### config.mk
export PLATFORM = sky130hd
export DESIGN_NAME = tff_counter_bank
export DESIGN_NICKNAME = d
export VERILOG_FILES = /design/src/rtl/tff_counter_pkg.sv /design/src/rtl/tff_cell.sv /design/src/rtl/tff_counter_bank.sv
export SDC_FILE = /design/constraint.sdc
export NUM_CORES = 1
export LEC_CHECK = 0
export CELL_PAD_IN_SITES_DETAIL_PLACEMENT = 1
export CELL_PAD_IN_SITES_GLOBAL_PLACEMENT = 2
export CORE_AREA = 5 5 66 68
export CTS_CLUSTER_SIZE = 30
export DETAILED_ROUTE_END_ITERATION = 8
export DIE_AREA = 0 0 71 73
export HOLD_SLACK_MARGIN = 0.02
export PLACE_DENSITY_LB_ADDON = 0.1
export SLEW_MARGIN = 10
export SYNTH_ARGS = -nofsm -noshare
export SYNTH_HDL_FRONTEND = slang
export SYNTH_SLANG_ARGS = --single-unit
### constraint.sdc
create_clock -name clk -period 3.3 [get_ports clk]
set_clock_uncertainty 0.2 [all_clocks]
set_input_delay 0.99 -clock clk [delete_from_list [all_inputs] [get_ports clk]]
set_output_delay 0.99 -clock clk [all_outputs]
set_load 0.005 [all_outputs]
### src/rtl/tff_counter_pkg.sv
// Shared mode encoding for the T flip-flop counter bank.
package tff_counter_pkg;

  localparam logic [1:0] MODE_HOLD   = 2'b00;
  localparam logic [1:0] MODE_TOGGLE = 2'b01;
  localparam logic [1:0] MODE_COUNT  = 2'b10;
  localparam logic [1:0] MODE_LOAD   = 2'b11;

endpackage : tff_counter_pkg

### src/rtl/tff_cell.sv
// Single T flip-flop cell with synchronous active-high reset to a per-bit value.
module tff_cell (
  input  logic clk,
  input  logic rst,
  input  logic rst_val,
  input  logic t,
  output logic q
);

  // NOTE: sequential state uses non-blocking assignment so every cell samples pre-edge values.
  always_ff @(posedge clk) begin
    q <= rst ? rst_val : (q ^ t);
  end

endmodule : tff_cell

### src/rtl/tff_counter_bank.sv
// WIDTH-bit hold/toggle/count/load register built from T cells, with terminal-count and sticky overflow flags.
module tff_counter_bank
  import tff_counter_pkg::*;
#(
  parameter int               WIDTH    = 8,
  parameter bit               SATURATE = 1'b0,
  parameter logic [WIDTH-1:0] RST_VAL  = '0
) (
  input  logic             clk,
  input  logic             rst,
  input  logic             en,
  input  logic [1:0]       mode,
  input  logic [WIDTH-1:0] t,
  input  logic             down,
  input  logic [WIDTH-1:0] load_val,
  input  logic             ovf_clr,
  output logic [WIDTH-1:0] q,
  output logic             tc,
  output logic             ovf
);

  logic [WIDTH-1:0] chain;
  logic [WIDTH-1:0] tvec;
  logic             at_term;
  logic             ovf_set;

  assign at_term = down ? (q == '0) : (q == '1);
  assign tc      = (mode == MODE_COUNT) && at_term;

  // Ripple toggle chain: bit i flips once every lower bit is at its carry/borrow value.
  always_comb begin
    chain    = '0;
    chain[0] = 1'b1;
    for (int i = 1; i < WIDTH; i++) begin
      chain[i] = chain[i-1] & (down ? ~q[i-1] : q[i-1]);
    end
  end

  // NOTE: every variable written here gets a default first, so no path can infer a latch.
  always_comb begin
    tvec    = '0;
    ovf_set = 1'b0;
    if (en) begin
      unique case (mode)
        MODE_TOGGLE: tvec = t;
        MODE_LOAD:   tvec = q ^ load_val;
        MODE_COUNT: begin
          tvec = chain;
          if (at_term) begin
            ovf_set = 1'b1;
            if (SATURATE) tvec = '0;
          end
        end
        default:     tvec = '0;
      endcase
    end
  end

  for (genvar i = 0; i < WIDTH; i++) begin : g_cell
    tff_cell u_cell (
      .clk     (clk),
      .rst     (rst),
      .rst_val (RST_VAL[i]),
      .t       (tvec[i]),
      .q       (q[i])
    );
  end

  // A set in the same cycle as a clear wins, so a fresh overflow is never lost.
  always_ff @(posedge clk) begin
    if (rst)          ovf <= 1'b0;
    else if (ovf_set) ovf <= 1'b1;
    else if (ovf_clr) ovf <= 1'b0;
  end

endmodule : tff_counter_bank
======== Yosys cells after proc, flatten, opt, wreduce, memory -nomap -nowiden ========
Cells that the tools add are included.
word-level totals
  bits in registers ....................... 9
  bits in latches ......................... 0
  memory bits (writable) .................. 0
  memory bits (read-only) ................. 0
  bits of input ports ..................... 23
  logic and storage cells ................. 53
  memories kept ........................... 0
cells by class
  $add $sub $neg .......................... 0
  $mul .................................... 0
  divide/modulo/power cells ............... 0
  magnitude comparators ................... 0
  equal/unequal tests ..................... 4
  shifts and indexed selects .............. 0
  multiplexer cells ....................... 15
  bitwise logic cells ..................... 22
  reduce and logical (&&, ||, !) cells .... 3
operators by type and width
  cell                count
  $pmux 8 s3          1
  $mux 1              13
  $eq 8x8->1 const B  1
  $logic_not 8->1     1
  $mux 8              1
  $xor 1x1->1         8
  $xor 8x8->8         1
  $not 1->1           7
  $and 1x1->1         6
  $eq 2x2->1 const B  2
  $eq 2x1->1 const B  1
  $reduce_bool 2->1   1
  $logic_and 1x1->1   1

======== Longest topological paths before layout ========
  word-level depth ........................ 11
  gate-level depth with buffers ........... 5
  depth with buffers taken out ............ 4

======== Modules after synthesis ========
A second synthesis with hierarchy kept.
unflattened totals
  cells, all modules ...................... 103
  area total of the unflattened synthesis .. 768.2 µm²
by module, submodules not included
  module            times used  cells an instance  area an instance (µm²)  seq. area each (µm²)
  tff_counter_bank  1           71                 467.9                   20.0
  tff_cell          8           4                  37.5                    20.0

======== Least setup slack after synthesis ========
Ideal clock, no wire load.
  path kind ............................... input to output
  from .................................... input port down
  to ...................................... output port tc
  arrival time ............................ 1,846 ps
  data required time ...................... 2,110 ps
  setup slack ............................. 264 ps
  stages on the path ...................... 3
  buffers on the path ..................... 0
  path through ............................ or4b_4 nor4b_4 o21a_1
on the way
  cells in the longest elaborated chain, start to end .. 2
ends and longest elaborated chain
  item               line                    source
  start, declared    tff_counter_bank.sv:14  input logic down,
  $mux 1             tff_counter_bank.sv:27  assign at_term = down ? (q == '0) : (q == '1);
  $logic_and 1x1->1  tff_counter_bank.sv:28  assign tc = (mode == MODE_COUNT) && at_term;
  end, declared      tff_counter_bank.sv:18  output logic tc,
No other way between the ends.

======== Worst setup path in the final report ========
Same ends and word-level chain as after synthesis.

==> metrics.md <==
| Metric | Value |
|---|---|
| TritonCTS buffer count | 3 |
| Initial core utilization | 24.2% |
| Fmax | 0.309 GHz |
| Routed vias/inst | 4.82 |
| Total power draw | roughly 450 uW |
| Post-Syn Area | 921 um^2 |
| Clk sinks | 9 |
| DR WL/cell | 15.3 um |
| PwrDens | 331 nW/um^2 |
| Die ar. | 5180 um^2 |
| Synth Flop Type | dfxtp_1 |
| Share of cells above drive strength 1 | ~16% |
| Core Rows | 23 |
| I/O pin cnt | 33 |
| Minimum clock period | around 3.2 ns |
| All-Layer GR Usage | between 10% and 20% |
| Post-synth ARST share | 0% |
| CTS root buf | clkbuf_8 |
| Clock slew at reported path FFs | 0.05 ns |
| Die Y-Extent | 73 um |
| Cell taking the most area after synthesis | dfxtp_1 |
| Most frequent cell after synthesis | nor2_1 |
| Final nets | between 150 and 200 |
| Post-synth top cells | nor2_1 (10), buf_4 (9), dfxtp_1 (9), nand2b_1 (9), nand2_1 (8) |
| RSZ-0062 raised after global routing | no |
| Hold path start | ovf$_SDFFE_PP0P_ |
| Reg-to-Reg Start | g_cell[4].u_cell.q$_SDFF_PP0_ |
| Mean cell area of the mapped netlist | 7.74 um^2 |
| Max_cap viols | 0 |
| RePlAce Congestion | 0.750 |
| CP bufs+invs | 2 |
| Vias in the first global route | 1081 |
| CP Launch Point | down |
| Seq cells post-synth | 9 |
| Iteration-0 DRC Markers | 27 |
| Gr ovfl total | 0 |
| Post-synth top area share | 19.6% |
| Setup_tns | 0 ns |
| DRC Markers | 0 |
| Hold Path Class | flop to flop |
| Syn Nets | approximately 140 |
| Largest cells by area after synthesis | dfxtp_1 (20%), buf_4 (7.3%), xnor2_1 (6.7%), nand2b_1 (6.1%), nor2_1 (4.1%) |
| Initial antenna violation count | 0 |
| Critical-path cell list | buf_6, or4b_4, nor4b_4, o21a_1, buf_2 |
| Peak supply drop | roughly 190 uV |
| Max-slew violation count | 0 |
| Total number of yosys warnings | 0 |
| Cell leakage power | 0.000505 uW |
| CTS Hold Bufs | 0 |
| Worst path max stage delay | roughly 0.48 ns |
| H-tree levels | 1 |
| Filler cells | 478 |
| CP Class | input port to output pin |
| Worst Setup End Kind | output pin |
| Startpoint types | input port |
| Cells after Synth | about 120 |
| Layout overhead on the synthesized area | 46.9% |
| Arrival @ worst endpoint | 2.05 ns |
| Crit Path Max Fanout | 2 |
| Period utilization | 98.1% |
| Vias | 984 |
| Clk_lat worst skew | 0.24 ns |
| Routed WL | 3.13 mm |
| CTS tree | done |
| Sequential area share after synthesis | 19.6% |
| Pin count of the biggest net entering global routing | 20 |
| Remaining antenna violation count | 0 |
| Final setup fails | 0 |
| Cell family with most CP delay | simple AND/OR/NAND/NOR gates |
| Netlist cell types | 38 |
| CTS max path bufs | 2 |
| DPL Wire Length | 2.48 mm |
| Die boundary width | 71 um |
| Slowest-stage cell, CP | or4b_4 |
| First-pass GRT wire length | 5.22 mm |
| WP data required | 2.11 ns |
| Relative slew margins | 57.7% |
| First-pass iteration count of the detailed router | 4 |
| Worst-margin pin slew | about 0.63 ns |
| Status | completed |
| I/O Buffers | 32 |
| Core region area | about 3800 um^2 |
| Final hold vios | 0 |
| Antenna Cells | 0 |
| Number of flops mapped to enable cells by yosys | 0 |
## layer usage
metal | global-route usage (%) | wire length, um
met5 | 0 | 0
met4 | 2.51 | 30
met3 | 3.44 | 105
met2 | 25.4 | 1740
met1 | 13.1 | 1250
## worst register-to-register path, stage by stage, from the launching register on
cell	delay (ns)
dfxtp_1	0.31
or4b_4	0.56
nor4b_4	0.25
buf_4	0.15
buf_4	0.09
o211ai_2	0.07
a21oi_2	0.14
## where the power goes
part	leakage [uW]	switching, uW	internal (uW)	total [uW]
sequential	0.0000739	12.6	120	132
clock	0.0000228	48.8	84.7	133
combinational	0.000409	79.1	103	182
total	0.000505	140	308	448
## flip-flops by register name, summed over array words and instances, names as in the netlist
signal,flops
ovf,1
g_cell.u_cell.q,8
## placed cells by master (no fill, tap or decap), types with 2 or more instances in the layout
cell / n
a211o_1: 2
a211oi_1: 4
a21oi_1: 5
a311o_1: 3
a31oi_1: 5
buf_4: 15
clkbuf_8: 3
clkdlybuf4s50_1: 30
dfxtp_1: 9
mux2_1: 3
nand2_1: 8
nand2b_1: 9
nand3_1: 2
nand4_1: 5
nor2_1: 10
nor2b_1: 5
nor3_1: 3
nor3b_1: 2
o21ai_0: 5
xnor2_1: 7
## final timing paths
kind                                          to  slack [ns]  cells past startpoint
worst min register to register  ovf$_SDFFE_PP0P_        0.28                      2
worst max register to register  ovf$_SDFFE_PP0P_        1.45                      6
worst min-delay path            ovf$_SDFFE_PP0P_        0.28                      2
worst max-delay path                          tc        0.06                      5
## stage by stage
| stage | utilization, % | cells | hold slack, ns | instance area (um^2) | setup slack (ns) |
|---|---|---|---|---|---|
| finish | 35.6 | 204 | 0.277 | 1350 | 0.0643 |
| global route | 35.6 | 204 | 0.315 | 1350 | 0.0122 |
| CTS | 35.6 | 204 | 0.278 | 1350 | -0.0169 |
| detailed placement | 34.1 | 198 | 0.269 | 1300 | -0.780 |
| global placement | 34.1 | 198 | 0.273 | 1300 | -0.758 |
| floorplan | - | 119 | 0.271 | 921 | 0.264 |
## kinds of logic after synthesis
| group | after synthesis | share of synthesized area [%] |
|---|---|---|
| and+or+nand+nor | 51 | 33.3 |
| muxes | 3 | 3.67 |
| buffers and inverters | 16 | 11.4 |
| AOI/OAI and AO/OA | 32 | 24.5 |
| DFF | 9 | 19.6 |
| xor gates and xnor gates | 8 | 7.61 |
## what timing repair did
action | 4_1_cts | 5_1_grt
resized for setup | 9 | 0
pin swaps | 2 | 2
setup endpoints to repair | 1 | 1
buffers inserted | 2 | 0
endpoints found under the hold margin | 0 | 0
## final cells by class
class | instances | area (um^2) | area share, %
Multi-Input combinational cell | 94 | 636 | 47.0
Sequential cell | 9 | 180 | 13.3
Timing Repair Buffer | 47 | 429 | 31.7
Clock buffer | 4 | 45.0 | 3.33
Tap cell | 50 | 62.6 | 4.63
Note: power is estimated with default switching activity, not from simulation.
